**src/rtl/uart_rx_if.sv**
```systemverilog
// Serial-side bundle of the UART receiver: rx line in, byte/status strobes out.
// With UART_RX_PARITY_EN defined the bundle also carries parity_err.
interface uart_rx_if;
    logic       rx;
    logic [7:0] data;
    logic       valid;
    logic       framing_err;
    logic       busy;
`ifdef UART_RX_PARITY_EN
    logic       parity_err;

    modport master (input rx, output data, output valid, output framing_err,
                    output busy, output parity_err);
    modport slave  (output rx, input data, input valid, input framing_err,
                    input busy, input parity_err);
`else
    modport master (input rx, output data, output valid, output framing_err,
                    output busy);
    modport slave  (output rx, input data, input valid, input framing_err,
                    input busy);
`endif
endinterface

```
**src/rtl/uart_rx.sv**
```systemverilog
// 16x-oversampling UART receiver, 8N1 (8E1 with UART_RX_PARITY_EN), LSB first.
// Bytes are delivered as a one-cycle valid pulse; bad stop bits give framing_err.
//
//  state  | meaning
//  IDLE   | line idle, waiting for rx_s falling edge
//  START  | start bit: majority at s=9 confirms it, then waits for end of bit
//  DATA   | 8 data bits, shifted in at end of each bit
//  PARITY | even-parity bit (UART_RX_PARITY_EN only)
//  STOP   | stop bit evaluated at mid-bit (s=9), then back to IDLE
//  BREAK  | stop bit was low; wait for the line to return high
module uart_rx #(
    parameter int CLOCK_FREQ = 50000000,
    parameter int BAUD_RATE  = 9600,
    parameter int OVERSAMPLE = 16
) (
    input  logic     clk,
    input  logic     reset,
    uart_rx_if.master bus
);
    localparam int          TICK_DIV = CLOCK_FREQ / (BAUD_RATE * OVERSAMPLE);
    localparam logic [15:0] TICK_MAX = 16'(TICK_DIV - 1);

    typedef enum logic [2:0] {
        IDLE   = 3'd0,
        START  = 3'd1,
        DATA   = 3'd2,
        PARITY = 3'd3,
        STOP   = 3'd4,
        BREAK  = 3'd5
    } state_t;

    state_t      state_q, state_d;
    logic        rx_meta_q, rx_s_q, rx_prev_q;
    logic [15:0] tick_cnt_q, tick_cnt_d;
    logic [3:0]  s_q, s_d;
    logic [1:0]  samp_q, samp_d;
    logic        bit_q, bit_d;
    logic [2:0]  bit_cnt_q, bit_cnt_d;
    logic [7:0]  shift_q, shift_d;
    logic [7:0]  data_q, data_d;
    logic        valid_q, valid_d;
    logic        ferr_q, ferr_d;
    logic        tick, maj;
`ifdef UART_RX_PARITY_EN
    logic        perr_q, perr_d;
    logic        par_bad_q, par_bad_d;
`endif

    assign tick = (tick_cnt_q == TICK_MAX);
    // samp_q[1] taken at s=7, samp_q[0] at s=8, live rx_s_q completes the vote at s=9
    assign maj  = (samp_q[1] & samp_q[0]) | (samp_q[1] & rx_s_q) | (samp_q[0] & rx_s_q);

    always_comb begin
        state_d    = state_q;
        tick_cnt_d = tick ? 16'd0 : tick_cnt_q + 16'd1;
        s_d        = tick ? s_q + 4'd1 : s_q;
        samp_d     = samp_q;
        bit_d      = bit_q;
        bit_cnt_d  = bit_cnt_q;
        shift_d    = shift_q;
        data_d     = data_q;
        valid_d    = 1'b0;
        ferr_d     = 1'b0;
`ifdef UART_RX_PARITY_EN
        perr_d     = 1'b0;
        par_bad_d  = par_bad_q;
`endif
        if (tick && s_q == 4'd7) samp_d[1] = rx_s_q;
        if (tick && s_q == 4'd8) samp_d[0] = rx_s_q;
        if (tick && s_q == 4'd9) bit_d = maj;

        case (state_q)
            IDLE: begin
                if (rx_prev_q && !rx_s_q) begin
                    state_d    = START;
                    s_d        = 4'd0;
                    tick_cnt_d = 16'd0;
                end
            end
            START: begin
                if (tick && s_q == 4'd9 && maj) begin
                    state_d = IDLE;
                end else if (tick && s_q == 4'd15) begin
                    state_d   = DATA;
                    bit_cnt_d = 3'd0;
                end
            end
            DATA: begin
                if (tick && s_q == 4'd15) begin
                    shift_d   = {bit_q, shift_q[7:1]};
                    bit_cnt_d = bit_cnt_q + 3'd1;
                    if (bit_cnt_q == 3'd7) begin
`ifdef UART_RX_PARITY_EN
                        state_d = PARITY;
`else
                        state_d = STOP;
`endif
                    end
                end
            end
`ifdef UART_RX_PARITY_EN
            PARITY: begin
                if (tick && s_q == 4'd15) begin
                    par_bad_d = bit_q ^ (^shift_q);
                    state_d   = STOP;
                end
            end
`endif
            STOP: begin
                if (tick && s_q == 4'd9) begin
                    if (maj) begin
                        state_d = IDLE;
`ifdef UART_RX_PARITY_EN
                        if (par_bad_q) begin
                            perr_d = 1'b1;
                        end else begin
                            data_d  = shift_q;
                            valid_d = 1'b1;
                        end
`else
                        data_d  = shift_q;
                        valid_d = 1'b1;
`endif
                    end else begin
                        ferr_d  = 1'b1;
                        state_d = BREAK;
                    end
                end
            end
            BREAK: begin
                if (tick && rx_s_q) state_d = IDLE;
            end
            default: state_d = IDLE;
        endcase
    end

    always_ff @(posedge clk or posedge reset) begin
        if (reset) begin
            state_q    <= IDLE;
            rx_meta_q  <= 1'b1;
            rx_s_q     <= 1'b1;
            rx_prev_q  <= 1'b1;
            tick_cnt_q <= 16'd0;
            s_q        <= 4'd0;
            samp_q     <= 2'b11;
            bit_q      <= 1'b1;
            bit_cnt_q  <= 3'd0;
            shift_q    <= 8'h00;
            data_q     <= 8'h00;
            valid_q    <= 1'b0;
            ferr_q     <= 1'b0;
`ifdef UART_RX_PARITY_EN
            perr_q     <= 1'b0;
            par_bad_q  <= 1'b0;
`endif
        end else begin
            state_q    <= state_d;
            rx_meta_q  <= bus.rx;
            rx_s_q     <= rx_meta_q;
            rx_prev_q  <= rx_s_q;
            tick_cnt_q <= tick_cnt_d;
            s_q        <= s_d;
            samp_q     <= samp_d;
            bit_q      <= bit_d;
            bit_cnt_q  <= bit_cnt_d;
            shift_q    <= shift_d;
            data_q     <= data_d;
            valid_q    <= valid_d;
            ferr_q     <= ferr_d;
`ifdef UART_RX_PARITY_EN
            perr_q     <= perr_d;
            par_bad_q  <= par_bad_d;
`endif
        end
    end

    assign bus.data        = data_q;
    assign bus.valid       = valid_q;
    assign bus.framing_err = ferr_q;
    assign bus.busy        = (state_q != IDLE);
`ifdef UART_RX_PARITY_EN
    assign bus.parity_err  = perr_q;
`endif
endmodule

```
**src/flat_wrapper.sv**
```systemverilog
// flat-port wrapper written by rule: the top's interface ports become plain ports
module uart_rx_flat 
#(
    parameter int CLOCK_FREQ = 50000000,
    parameter int BAUD_RATE  = 9600,
    parameter int OVERSAMPLE = 16
)
  (clk, reset, bus_rx, bus_data, bus_valid, bus_framing_err, bus_busy);
  uart_rx_if bus_i ();
  input  logic clk;
  input  logic reset;
  input wire logic [$bits(bus_i.rx)-1:0] bus_rx;
  output wire logic [$bits(bus_i.data)-1:0] bus_data;
  output wire logic [$bits(bus_i.valid)-1:0] bus_valid;
  output wire logic [$bits(bus_i.framing_err)-1:0] bus_framing_err;
  output wire logic [$bits(bus_i.busy)-1:0] bus_busy;
  assign bus_i.rx = bus_rx;
  assign bus_data = bus_i.data;
  assign bus_valid = bus_i.valid;
  assign bus_framing_err = bus_i.framing_err;
  assign bus_busy = bus_i.busy;
  uart_rx #(.CLOCK_FREQ(CLOCK_FREQ), .BAUD_RATE(BAUD_RATE), .OVERSAMPLE(OVERSAMPLE)) u_core (.clk(clk), .reset(reset), .bus(bus_i));
endmodule
```
**config.mk**
```make
export PLATFORM = sky130hd
export DESIGN_NAME = uart_rx_flat
export DESIGN_NICKNAME = d
export VERILOG_FILES = /design/src/rtl/uart_rx_if.sv /design/src/rtl/uart_rx.sv /design/src/flat_wrapper.sv
export SDC_FILE = /design/constraint.sdc
export NUM_CORES = 1
export LEC_CHECK = 0
export BUFFER_PORTS_ARGS = -buffer_cell sky130_fd_sc_hd__buf_4
export CAP_MARGIN = 30
export CORE_ASPECT_RATIO = 1.4
export CORE_MARGIN = 4
export CORE_UTILIZATION = 50
export CTS_BUF_LIST = sky130_fd_sc_hd__clkbuf_8
export CTS_CLUSTER_DIAMETER = 60
export DETAILED_ROUTE_END_ITERATION = 10
export PLACE_DENSITY = 0.68
export SLEW_MARGIN = 40
export SYNTH_ARGS = -nofsm -noshare
export SYNTH_HDL_FRONTEND = slang
export SYNTH_SLANG_ARGS = --single-unit
```
**constraint.sdc**
```tcl
create_clock -name clk -period 2.5 [get_ports clk]
set_input_delay 0.125 -clock clk [delete_from_list [all_inputs] [get_ports clk]]
set_output_delay 0.125 -clock clk [all_outputs]
set_load 0.02 [all_outputs]
```
# ---- After elaboration in Yosys (flattened, before gate mapping)
# Cells that the tools add are included.
dict set report classes {
  n_eq_ne 18
  bitwise 5
  muxes 25
  n_reduce_logical 15
  n_addsub 3
}
# operator count
set ops {}
lappend ops {{2-to-1 mux 16 bit} 3}
lappend ops {{2-to-1 mux 3 bit} 11}
lappend ops {{adder 16 x 1 -> 16 bit, second input constant} 1}
lappend ops {{equality test 16 x 9 -> 1 bit, second input constant} 1}
lappend ops {{one-hot mux 3 bit (5 select lines)} 1}
lappend ops {{equality test 4 bit, second input constant} 3}
lappend ops {{2-to-1 mux 4 bit} 3}
lappend ops {{inequality test 2 x 1 -> 1 bit, second input constant} 6}
lappend ops {{equality test 3 bit, second input constant} 3}
lappend ops {{logical AND 1 bit} 7}
lappend ops {{2-to-1 mux 1 bit} 6}
lappend ops {{one-hot mux 3 bit (2 select lines)} 1}
lappend ops {{AND reduction 6 bit} 1}
lappend ops {{adder 4 x 1 -> 4 bit, second input constant} 1}
lappend ops {{equality test 4 x 3 -> 1 bit, second input constant} 1}
lappend ops {{AND reduction 4 bit} 1}
lappend ops {{adder 3 x 1 -> 3 bit, second input constant} 1}
lappend ops {{AND 1 bit} 3}
lappend ops {{equality test 3 x 1 -> 1 bit, second input constant} 1}
lappend ops {{equality test 3 x 2 -> 1 bit, second input constant} 1}
lappend ops {{zero test 3 bit} 1}
lappend ops {{inequality test 3 x 1 -> 1 bit, second input constant} 1}
lappend ops {{AND reduction 3 bit} 1}
lappend ops {{nonzero test 3 bit} 1}
lappend ops {{other kinds (5)} 6}
dict set report word_totals {
  out_inout_bits 11
  register_bits 50
}

# ---- Longest topological paths before layout
# Gate-level depths: netlist (run 1).
dict set report logic_depth {
  ltp_word 6
  mapped_depth 8
  ltp_nobuf 6
}

# ---- Least setup slack after synthesis (run 1)
# Ideal clock, no wire load.
dict set report synth_path {
  path_kind {reg2reg}
  startpoint {reg u_core.tick_cnt_q[0]}
  endpoint {reg u_core.shift_q[0]}
  arrival_time_ns 1.879
  period_less_slack_ns 2.004
  setup_slack_ns 0.496
  path_stages_with_launch 8
  n_path_buf 1
  setup_time_ns 0.125
  required_ns 2.375
  cell_sequence {dfrtp_1 inv_1 ha_1 and4b_1 nand4_1 or4_1 buf_6 mux2_4}
}
dict set report synth_between {
  elab_chain_cells 3
}
# element line
set synth_rtl {}
lappend synth_rtl {{start, declared} uart_rx.sv:34} ;# logic [15:0] tick_cnt_q, tick_cnt_d;
lappend synth_rtl {{start signal, assigned} uart_rx.sv:161} ;# tick_cnt_q <= tick_cnt_d;
lappend synth_rtl {{equality test 16 x 9 -> 1 bit} uart_rx.sv:49} ;# assign tick = (tick_cnt_q == TICK_MAX);
lappend synth_rtl {{logical AND 1 bit} uart_rx.sv:89} ;# if (tick && s_q == 4'd15) begin
lappend synth_rtl {{AND reduction 2 bit (no source line)} -}
lappend synth_rtl {{end signal, assigned} uart_rx.sv:166} ;# shift_q <= shift_d;
lappend synth_rtl {{end, declared} uart_rx.sv:39} ;# logic [7:0] shift_q, shift_d;
# Every way passes these cells.
# A chain may end at the register's enable or synchronous reset.

# ---- Worst setup path after layout (run 1)
dict set report layout_path {
  startpoint {reg u_core.tick_cnt_q[11]}
  endpoint {reg u_core.shift_q[7]}
}
# Same word-level chain as after synthesis.

==> results.md, run 1 <==
* Post-synth net total at roughly 220
* Area grow syn2layout at 12.3%
* Clock Skew at about 0.010 ns
* Worst slew pin tran at 0.568 ns
* DRC Markers at 0
* TritonCTS clock tree: yes
* Hold Slack at approximately 0.36 ns
* Antenna-violating nets left at 0
* Hold Path Depth at 0
* Inserted Diodes at 0
* Crit path max fanout at 9
* Vias in the first global route at between 1,500 and 2,000
* Vias per Instance at ~5.4
* Required @ worst endpoint at about 2.7 ns
* Total wire length at between 4000 and 5000 um
* CP Buf/Inv Count at 0
* Status: completed
* #FFs+latches synth at 50
* Rows at 29
* WP depth at 4
* Post-synthesis cell area at between 2000 and 2500 um2
* Final period util at 0.905
* Via count at approximately 1,600
* EDFF count, synth at 0
* Clock buffer count from CTS at 5
* First-pass GRT wire length at 7340 um
* Peak supply drop at approximately 0.00033 V
* Mapped Cells at approximately 210
* Drt initial violations at about 110
* Largest delay share family, worst path: simple AND/OR/NAND/NOR gates
* Ys Warns at 0
* Clock tree root buffer cell: clkbuf_8
* Async S/R FF share, synth at 1.00
* Max Cap Viol at 0
* Final Critical Period at approximately 2.3 ns
* Synthesized area per cell at about 11 um2
* Router iterations before antenna repair at 4
* GP Congestion at between 0.7 and 0.8
* Critical path, cell by cell: nor4_1, nand4_1, or4_1, mux2_4
* Max Fclk at 442 MHz
* Worst Setup End Kind: flop
* Post-CTS sizing at 0
* Initial Utilization at 0.518
* Setup TNS at 0 ns
* Chip Width at 66.0 um
* H-Tree Depth at 2
* Startpoint types: flop
* Seq/Total Area, Yosys at 0.535
* Initial antenna violation count at 0
* Power per cell area at approximately 610 nW/um2
* # IOs at 14
* RSZ-0062 raised after global routing: false
* LEAKAGE at about 1.2 nW
* Die H at roughly 90 um
* Nets@finish at approximately 240
* WL per Instance at approximately 14 um
* Pin count of the biggest net entering global routing at slightly below 50
* Total power at 1.62 mW
* PortBufs at 13
* Core box area at 4540 um2
* Clock Tree Buf Depth at 2
* Register clock-pin slew on the reported worst setup and hold paths at approximately 0.10 ns
* Crit Path Category: reg -> reg
* GR Overflow Total at 0
* Total Routing Usage GR at 0.162
* Flop2flop setup slack at 0.24 ns
* Clock sinks at 50
* WP data arrival at ~2.5 ns
* Slew headroom at 0.622
* R2R cell count at 4
* Post-layout util at 0.582
* Fin. Hold Viols at 0
* Post-synth cell types at 40
* Die area at about 5900 um2
* Post-synth top flop: dfrtp_1
* Final setup violation count at 0
* Hold crit path type: reg -> reg
* Post-DP HPWL at ~3000 um
* Crit path max-delay cell type: or4_1
* Clock Latency Late Sink at ~0.31 ns
* Layout cells sized above 1 at 0.227
* CP peak stage delay at a little under 0.8 ns
* Max Slew Vio Count at 0
[where the power goes]
part	switching (mW)	internal, mW	total [mW]
clock network	0.286	0.206	0.492
registers	0.0750	0.868	0.943
logic	0.101	0.0826	0.184
[sequential cells by signal, summed over array words and instances (netlist names)]
signal and flops:
u_core.tick_cnt_q 16, u_core.bus.data 8, u_core.shift_q 8, u_core.s_q 4, u_core.bit_cnt_q 3, u_core.state_q 3, u_core.samp_q 2, u_core.bit_q 1
u_core.bus.framing_err 1, u_core.bus.valid 1, u_core.rx_meta_q 1, u_core.rx_prev_q 1, u_core.rx_s_q 1
[layer usage]
metal  vias up  routed length [um]  track usage
met4         0                 123       0.0758
met1       768                1820        0.201
met5         -                   0            0
met3        10                 113       0.0314
li1        770                   -            -
met2        22                2070        0.271
[cells by family (layout without fill, tap and decap cells)]
group,count (synthesis),in the layout,share of synthesized area
XOR/XNOR,14,14,0.0522
AO/OA/AOI/OAI,21,21,0.0564
multiplexers,21,21,0.112
AND/OR/NAND/NOR,77,77,0.172
buffers and inverters,17,38,0.0303
flip-flops,50,50,0.535
adder cells (fa/ha/maj),8,8,0.0415
[synthesized netlist by cell type, types with 2 or more instances]
| cell | number | area (um2) |
|---|---|---|
| o211ai_1 | 2 | 15.0 |
| and3_1 | 2 | 12.5 |
| clkbuf_1 | 4 | 15.0 |
| inv_1 | 12 | 45.0 |
| nand4_1 | 5 | 31.3 |
| nand3_1 | 8 | 40.0 |
| nor2b_1 | 2 | 12.5 |
| nor2_1 | 24 | 90.1 |
| o21ai_0 | 6 | 30.0 |
| or4_1 | 3 | 22.5 |
| or3_1 | 4 | 25.0 |
| xor2_1 | 3 | 26.3 |
| nor4_1 | 5 | 31.3 |
| xnor2_1 | 11 | 96.3 |
| ha_1 | 7 | 87.6 |
| nand2_1 | 8 | 30.0 |
| dfrtp_1 | 44 | 1100 |
| nand3b_1 | 2 | 15.0 |
| nor3_1 | 5 | 25.0 |
| dfstp_2 | 6 | 158 |
| mux2_4 | 8 | 120 |
| o31ai_1 | 4 | 30.0 |
| a21oi_1 | 4 | 20.0 |
| nand2b_1 | 2 | 12.5 |
| mux2_2 | 11 | 124 |
| mux2i_1 | 2 | 20.0 |
[path summary, 6_finish.rpt]
kind	startpoint	to
worst min register to register	u_core.rx_meta_q$_DFF_PP1_	u_core.rx_s_q$_DFF_PP1_
worst max register to register	u_core.tick_cnt_q[11]$_DFF_PP0_	u_core.shift_q[7]$_DFFE_PP0P_
worst max-delay path	u_core.tick_cnt_q[11]$_DFF_PP0_	u_core.shift_q[7]$_DFFE_PP0P_
max in group asynchronous	reset	u_core.samp_q[1]$_DFFE_PP1P_
worst min-delay path	u_core.rx_meta_q$_DFF_PP1_	u_core.rx_s_q$_DFF_PP1_
min in group asynchronous	reset	u_core.bus.data[6]$_DFFE_PP0P_
[layout by cell type, fill, tap and decap left out, types with 6 or more instances in the layout]
| cell | netlist | routed |
|---|---|---|
| nor2_1 | 24 | 24 |
| o21ai_0 | 6 | 6 |
| buf_4 | 0 | 16 |
| nand2_1 | 8 | 8 |
| ha_1 | 7 | 7 |
| dfrtp_1 | 44 | 44 |
| inv_1 | 12 | 11 |
| dfstp_2 | 6 | 6 |
| mux2_2 | 11 | 11 |
| mux2_4 | 8 | 8 |
| nand3_1 | 8 | 8 |
| xnor2_1 | 11 | 11 |
[layout make-up]
type / instances / area (um2)
clock buffers: 5 / 68.8
clock inverters: 3 / 26.3
repair buffers: 18 / 140
flip-flops and latches: 50 / 1260
fillers: 379 / 1900
well taps: 62 / 77.6
multi-input cells: 141 / 1020
inverters: 12 / 47.5
[repair_timing]
item,in CTS,in global routing
endpoints found under the hold margin,45,0
setup buffers,0,0
hold buffers,2,0
[per-stage QoR]
step / setup slack [ns] / area [um2] / instances
3_3_place_gp: 0.334 / 2520 / 281
5_1_grt: 0.0144 / 2640 / 291
6_report: 0.236 / 2640 / 291
4_1_cts: 0.193 / 2640 / 291
3_5_place_dp: 0.269 / 2520 / 281
2_1_floorplan: 0.496 / 2350 / 208
No activity file was read; power rests on OpenSTA's default activity.
==> inputs of run 2 (changes only) <==
--- a/config.mk
+++ b/config.mk
@@ -8,7 +8,7 @@
 export BUFFER_PORTS_ARGS = -buffer_cell sky130_fd_sc_hd__buf_4
 export CAP_MARGIN = 30
 export CORE_ASPECT_RATIO = 1.4
-export CORE_MARGIN = 4
+export CORE_MARGIN = 2
 export CORE_UTILIZATION = 50
 export CTS_BUF_LIST = sky130_fd_sc_hd__clkbuf_8
 export CTS_CLUSTER_DIAMETER = 60
==> run 2 against run 1 <==
- sequential share of layout area is 0.34 points lower
- core utilization is 0.41 points higher
- via count is 0.76% lower
- clock skew is 0.0014 ns lower
- die area is 10% lower
- register-to-register slack better by 0.06 ns
- sequential power hardly changed
- design area is 0.71% higher
- clock-buffer cell count stayed put
- cell count stayed put
- maximum frequency is 2.6% higher
- critical path depth is 2 higher
==> results.md, run 2 (synthesized netlist as in run 1, its figures left out) <==
* Post-route cell area at 2660 um2 (+0.71%)
* Setup Fix Bufs, Post-CTS at 0 (unchanged)
* Max Cap Viol at 0 (unchanged)
* Fin. Hold Viols at 0 (unchanged)
* Metal3 WL at 93 um (-18%)
* Die area at 5270 um2 (-10%)
* H-Tree Depth at 2 (unchanged)
* Largest delay share family, worst path: simple AND/OR/NAND/NOR gates
* GR Overflow Total at 0 (unchanged)
* Worst slew pin tran at 0.576 ns (+0.00830 ns)
* Initial Utilization at 0.518 (unchanged)
* M1 WL at 1770 um (-2.5%)
* Drt initial violations at 131 (+20%)
* Hold crit path type: reg -> reg
* Clock Tree Buf Depth at 2 (unchanged)
* Layout cells sized above 1 at 0.227 (unchanged)
* Crit path max fanout at 9 (unchanged)
* Vias in the first global route at 1,534 (-4.1%)
* Max Slew Vio Count at 0 (unchanged)
* Clock buffer count from CTS at 5 (unchanged)
* Final setup violation count at 0 (unchanged)
* Via count at 1,558 (-0.76%)
* # IOs at 14 (unchanged)
* DRC Markers at 0 (unchanged)
* Rows at 29 (unchanged)
* RSZ-0062 raised after global routing: false
* Placed inst area at 2520 um2 (unchanged)
* TritonCTS clock tree: yes
* Commonest non-fill, non-tap cell in the layout: dfrtp_1
* CP Buf/Inv Count at 1 (+1)
* Post-DP HPWL at 2800 um (-4.4%)
* Die H at 85.1 um (-4.5%)
* Clock Latency Late Sink at 0.30 ns (about the same)
* Max reg flops at 16 (unchanged)
* Commonest non-fill, non-tap cells in the layout: dfrtp_1 (44), nor2_1 (24), buf_4 (16)
* Register clock-pin slew on the reported worst setup and hold paths at 0.09 ns (about the same)
* Final period util at 0.883 (-0.0225)
* Total Routing Usage GR at 0.170 (+0.00856)
* Inserted Diodes at 0 (unchanged)
* PortBufs at 13 (unchanged)
* Top Layer Used: met4
* GP Congestion at 0.801 (+4.1%)
* WL met2 at 2040 um (-1.2%)
* Clock tree root buffer cell: clkbuf_8
* # fillers at 393 (+3.7%)
* Vias per Instance at 5.35 (-0.76%)
* Initial antenna violation count at 0 (unchanged)
* WP data arrival at 2.40 ns (-0.07 ns)
* Clock Skew at 0.00899 ns (-0.00143 ns)
* Pre-CTS setup slack at 0.285 ns (+0.0162 ns)
* Area grow syn2layout at 13.1%
* Antenna-violating nets left at 0 (unchanged)
* Required @ worst endpoint at 2.69 ns (about the same)
* WL per Instance at 13.7 um (-3.1%)
* Max Fclk at 453 MHz (+2.6%)
* CP peak stage delay at 0.78 ns (about the same)
* Status: completed
* First-pass GRT wire length at 6930 um (-5.6%)
* Worst Setup Slack, final at 0.293 ns (+0.0563 ns)
* Chip Width at 62.0 um (-6.1%)
* Slew headroom at 0.616 (-0.00553)
* Core box area at 4540 um2 (unchanged)
* Clock sinks at 50 (unchanged)
* Critical path, cell by cell: inv_1, ha_1, and4b_1, nand4_1, or4_1, mux2_4
* Router iterations before antenna repair at 4 (unchanged)
* Pin count of the biggest net entering global routing at 49 (unchanged)
* Total wire length at 3990 um (-3.1%)
* Power per cell area at 634 nW/um2 (+3.4%)
* Final Critical Period at 2.21 ns (-0.0563 ns)
* LEAKAGE at 1.21 nW (+0.10%)
* Crit path max-delay cell type: or4_1
* Nets@finish at 238 (unchanged)
* Peak supply drop at 0.000492 V (+48%)
* Hold Slack at 0.360 ns (-0.00232 ns)
* Worst Setup End Kind: flop
* Setup TNS at 0 ns (unchanged)
* Crit Path Category: reg -> reg
* Startpoint types: flop
* Largest register by flop count: u_core.tick_cnt_q
[run 2: area by class of cell]
class                   instances  area [um2]  share of cell area
clock buffers                   5        68.8              0.0259
clock inverters                 3        45.0              0.0169
inverters                      12        47.5              0.0179
multi-input cells             141        1020               0.384
flip-flops and latches         50        1260               0.473
well taps                      62        77.6              0.0292
repair buffers                 18         140              0.0527
[run 2: worst paths after layout]
| kind | start | end | slack (ns) | cells after the start |
|---|---|---|---|---|
| max reg2reg | u_core.tick_cnt_q[0]$_DFF_PP0_ | u_core.shift_q[7]$_DFFE_PP0P_ | 0.29 | 6 |
| min in group asynchronous | reset | u_core.shift_q[5]$_DFFE_PP0P_ | 0.45 | 3 |
| max in group asynchronous | reset | u_core.rx_s_q$_DFF_PP1_ | 1.46 | 4 |
| min | u_core.rx_meta_q$_DFF_PP1_ | u_core.rx_s_q$_DFF_PP1_ | 0.36 | 0 |
| max | u_core.tick_cnt_q[0]$_DFF_PP0_ | u_core.shift_q[7]$_DFFE_PP0P_ | 0.29 | 6 |
| min reg2reg | u_core.rx_meta_q$_DFF_PP1_ | u_core.rx_s_q$_DFF_PP1_ | 0.36 | 0 |
[run 2: per-stage QoR]
step	power, mW	util	cells
after floorplan	1.09	-	208
after global placement	1.13	0.556	281
after detailed placement	1.14	0.557	281
after CTS	1.71	0.586	291
after global routing	1.77	0.586	291
final	1.69	0.586	291
[run 2: what timing repair did]
action | in CTS | in global routing
gates resized for setup | 0 | 0
hold endpoints to repair | 45 | 0
hold buffers | 2 | 0
[run 2: where the power goes]
| group | switching (mW) | internal (mW) |
|---|---|---|
| clock network | 0.266 | 0.298 |
| logic | 0.100 | 0.0826 |
| registers | 0.0716 | 0.868 |
[run 2: routing by layer]
metal	track usage	vias up
li1	-	768
met1	0.196	764
met4	0.0696	0
met2	0.291	17
met5	0	-
met3	0.0396	9
==> inputs of run 3 (changes only) <==
--- a/config.mk
+++ b/config.mk
@@ -5,6 +5,7 @@
 export SDC_FILE = /design/constraint.sdc
 export NUM_CORES = 1
 export LEC_CHECK = 0
+export ABC_AREA = 1
 export BUFFER_PORTS_ARGS = -buffer_cell sky130_fd_sc_hd__buf_4
 export CAP_MARGIN = 30
 export CORE_ASPECT_RATIO = 1.4
@@ -12,8 +13,9 @@
 export CORE_UTILIZATION = 50
 export CTS_BUF_LIST = sky130_fd_sc_hd__clkbuf_8
 export CTS_CLUSTER_DIAMETER = 60
+export CTS_CLUSTER_SIZE = 12
 export DETAILED_ROUTE_END_ITERATION = 10
-export PLACE_DENSITY = 0.68
+export PLACE_DENSITY = 0.79
 export SLEW_MARGIN = 40
 export SYNTH_ARGS = -nofsm -noshare
 export SYNTH_HDL_FRONTEND = slang
==> run 3 against run 2 <==
- flip-flop and latch count stayed put
- worst setup slack better by 0.48 ns
- register-to-register slack better by 0.48 ns
- maximum frequency is 28% higher
- synthesized cell count is 38% higher
- global-route usage is 1.2 points higher
- critical path type unchanged
- clock power is 15% lower
==> results.md, run 3 <==
* Vias in the first global route at 1,800 (+17%)
* Top post-synthesis cells by area: dfrtp_1 (44%), nand2_1 (9.8%), dfstp_2 (6.3%)
* Chip Width at 63.7 um (+2.8%)
* Placed Cells incl. Taps at 363 (+29%)
* Clock Skew at 0.00615 ns (-0.00283 ns)
* Ys Warns at 0 (unchanged)
* Cell taking the most area after synthesis: dfrtp_1
* Total Routing Usage GR at 0.182 (+0.0120)
* PortBufs at 13 (unchanged)
* Post-route insts no fill at 373 (+28%)
* Antenna-violating nets left at 0 (unchanged)
* Drt initial violations at 107 (-18%)
* Slew headroom at 0.734 (+0.117)
* Clock Tree Buf Depth at 2 (unchanged)
* Commonest non-fill, non-tap cell in the layout: nand2_1
* Post-synth top flop: dfrtp_1
* WL per Instance at 11.9 um (-13%)
* Post-DP HPWL at 3440 um (+23%)
* Max Cap Viol at 0 (unchanged)
* Largest register by flop count: u_core.tick_cnt_q
* Peak supply drop at 0.000277 V (-44%)
* Flop2flop setup slack at 0.78 ns (+0.48 ns)
* LEAKAGE at 1.37 nW (+13%)
* Status: completed
* # IOs at 14 (unchanged)
* Nets@finish at 318 (+34%)
* Post-synth net total at 297 (+36%)
* Synth top cells by count: nand2_1 (65), dfrtp_1 (44), inv_1 (40)
* RSZ-0062 raised after global routing: false
* Startpoint types: flop
* Required @ worst endpoint at 2.69 ns (about the same)
* Area grow syn2layout at 11.1%
* Post-synthesis cell area at 2490 um2 (+6.0%)
* Worst slew pin tran at 0.400 ns (-0.176 ns)
* Post-synth cell types at 30 (-25%)
* R2R cell count at 9 (+3)
* Clock buffer count from CTS at 5 (unchanged)
* FF-to-FF End: u_core.bus.data[3]$_DFFE_PP0P_
* TritonCTS clock tree: yes
* Area share of the largest cell type after synthesis at 0.442 (-0.0266)
* Inserted Diodes at 0 (unchanged)
* Seq/Total Area, Yosys at 0.505 (-0.0304)
* Layout cells sized above 1 at 0.214 (-0.0135)
* GR Overflow Total at 0 (unchanged)
* Final setup violation count at 0 (unchanged)
* Most frequent cell after synthesis: nand2_1
* Total wire length at 4430 um (+11%)
* Post-CTS sizing at 0 (unchanged)
* DRC Markers at 0 (unchanged)
* EDFF count, synth at 0 (unchanged)
* Register clock-pin slew on the reported worst setup and hold paths at 0.09 ns (about the same)
* Initial Utilization at 0.515 (-0.00362)
* Power per cell area at 612 nW/um2 (-3.5%)
* #FFs+latches synth at 50 (unchanged)
* Cts hold-fix bufs at 2 (unchanged)
* Setup Fix Bufs, Post-CTS at 0 (unchanged)
* Pin count of the biggest net entering global routing at 34 (-31%)
* H-Tree Depth at 2 (unchanged)
* Pre-CTS setup slack at 0.769 ns (+0.484 ns)
* Mapped Cells at 287 (+38%)
* Commonest non-fill, non-tap cells in the layout: nand2_1 (65), dfrtp_1 (44), inv_1 (39)
* Clock sinks at 50 (unchanged)
* Rows at 30 (+3.4%)
* Max reg flops at 16 (unchanged)
* Post-layout util at 0.572 (-0.0141)
* Die area at 5570 um2 (+5.7%)
* Via count at 1,886 (+21%)
* Core box area at 4840 um2 (+6.8%)
* Router iterations before antenna repair at 4 (unchanged)
* Crit Path Category: reg -> reg
* Initial antenna violation count at 0 (unchanged)
* Crit path capture: u_core.bus.data[3]$_DFFE_PP0P_
* Max Fclk at 580 MHz (+28%)
* Vias per Instance at 5.06 (-5.6%)
* Fin. Hold Viols at 0 (unchanged)
* Worst Setup Slack, final at 0.775 ns (+0.482 ns)
* GP Congestion at 0.811 (+1.2%)
* CP startpoint: u_core.tick_cnt_q[0]$_DFF_PP0_
* Die H at 87.5 um (+2.8%)
* Final period util at 0.690 (-0.193)
* Hold crit path type: in -> async
* Clock Latency Late Sink at 0.30 ns (about the same)
* First-pass GRT wire length at 7940 um (+15%)
* Clock tree root buffer cell: clkbuf_8
* Max Slew Vio Count at 0 (unchanged)
* Async S/R FF share, synth at 1.00 (unchanged)
* Setup TNS at 0 ns (unchanged)
* Worst Setup End Kind: flop
* WP data arrival at 1.91 ns (-0.49 ns)
* Total power at 1.70 mW (+0.56%)
* Final Critical Period at 1.72 ns (-0.482 ns)
* Crit path max fanout at 16 (+7)
* Synthesized area per cell at 8.68 um2 (-23%)
* Reg-to-Reg Start: u_core.tick_cnt_q[0]$_DFF_PP0_
==> run 3: cell count changes after synthesis, sizes merged, moves of 3 or more <==
cell / before / now
or3: 4 / 0
mux2: 19 / 0
a21oi: 4 / 9
nor4: 5 / 0
nand2: 8 / 71
or4: 3 / 0
nand3: 8 / 20
o31ai: 4 / 0
inv: 12 / 44
o21ai: 7 / 30
xnor2: 11 / 0
clkbuf: 4 / 0
nor2: 25 / 34
==> run 3: worst max-delay path: stages, from the launching register on <==
cell     delay (ns)
dfrtp_1        0.42
inv_1          0.07
ha_1           0.16
nand3_2        0.11
nor2_4         0.20
nand2_4        0.09
inv_2          0.09
nand4_4        0.24
nand2_1        0.16
o21ai_2        0.06
==> run 3: area by class of cell <==
class	instances	area, um2
flip-flops and latches	50	1260
repair buffers	16	125
well taps	64	80.1
clock inverters	2	12.5
clock buffers	6	82.6
inverters	44	165
fillers	433	2070
multi-input cells	191	1050
==> run 3: cells by family (layout without fill, tap and decap cells) <==
family,Yosys count,after routing,synth area share
AO/OA/AOI/OAI,43,43,0.113
flip-flops,50,50,0.505
adder cells (fa/ha/maj),7,7,0.0351
AND/OR/NAND/NOR,140,140,0.268
buffers and inverters,46,68,0.0753
XOR/XNOR,1,1,0.00351
==> run 3: worst min path at each step <==
| stage | start | to | slack [ns] |
|---|---|---|---|
| after floorplan | bus_rx | u_core.rx_meta_q$_DFF_PP1_ | 0.13 |
| after global placement | reset | u_core.bus.data[3]$_DFFE_PP0P_ | 0.13 |
| after detailed placement | reset | u_core.bus.data[4]$_DFFE_PP0P_ | 0.13 |
| after CTS | reset | u_core.tick_cnt_q[14]$_DFF_PP0_ | 0.36 |
| after global routing | u_core.rx_meta_q$_DFF_PP1_ | u_core.rx_s_q$_DFF_PP1_ | 0.37 |
| final | reset | u_core.bus.data[4]$_DFFE_PP0P_ | 0.36 |
==> run 3: through the flow <==
step | cell area, um2 | hold WS [ns]
6_report | 2770 | 0.357
5_1_grt | 2770 | 0.374
4_1_cts | 2770 | 0.359
3_5_place_dp | 2660 | 0.133
3_3_place_gp | 2660 | 0.127
2_1_floorplan | 2490 | 0.129
==> run 3: routing by layer <==
| layer | wire length [um] | global-route usage |
|---|---|---|
| met1 | 1780 | 0.207 |
| met2 | 2440 | 0.330 |
| met3 | 100 | 0.0334 |
| met4 | 115 | 0.0889 |
| met5 | 0 | 0 |
==> run 3: report_power, final <==
group	switching, mW	internal [mW]	total [mW]	leakage (nW)
Sequential	0.0514	0.862	0.914	0.668
Combinational	0.190	0.114	0.304	0.657
Clock	0.255	0.223	0.478	0.0472
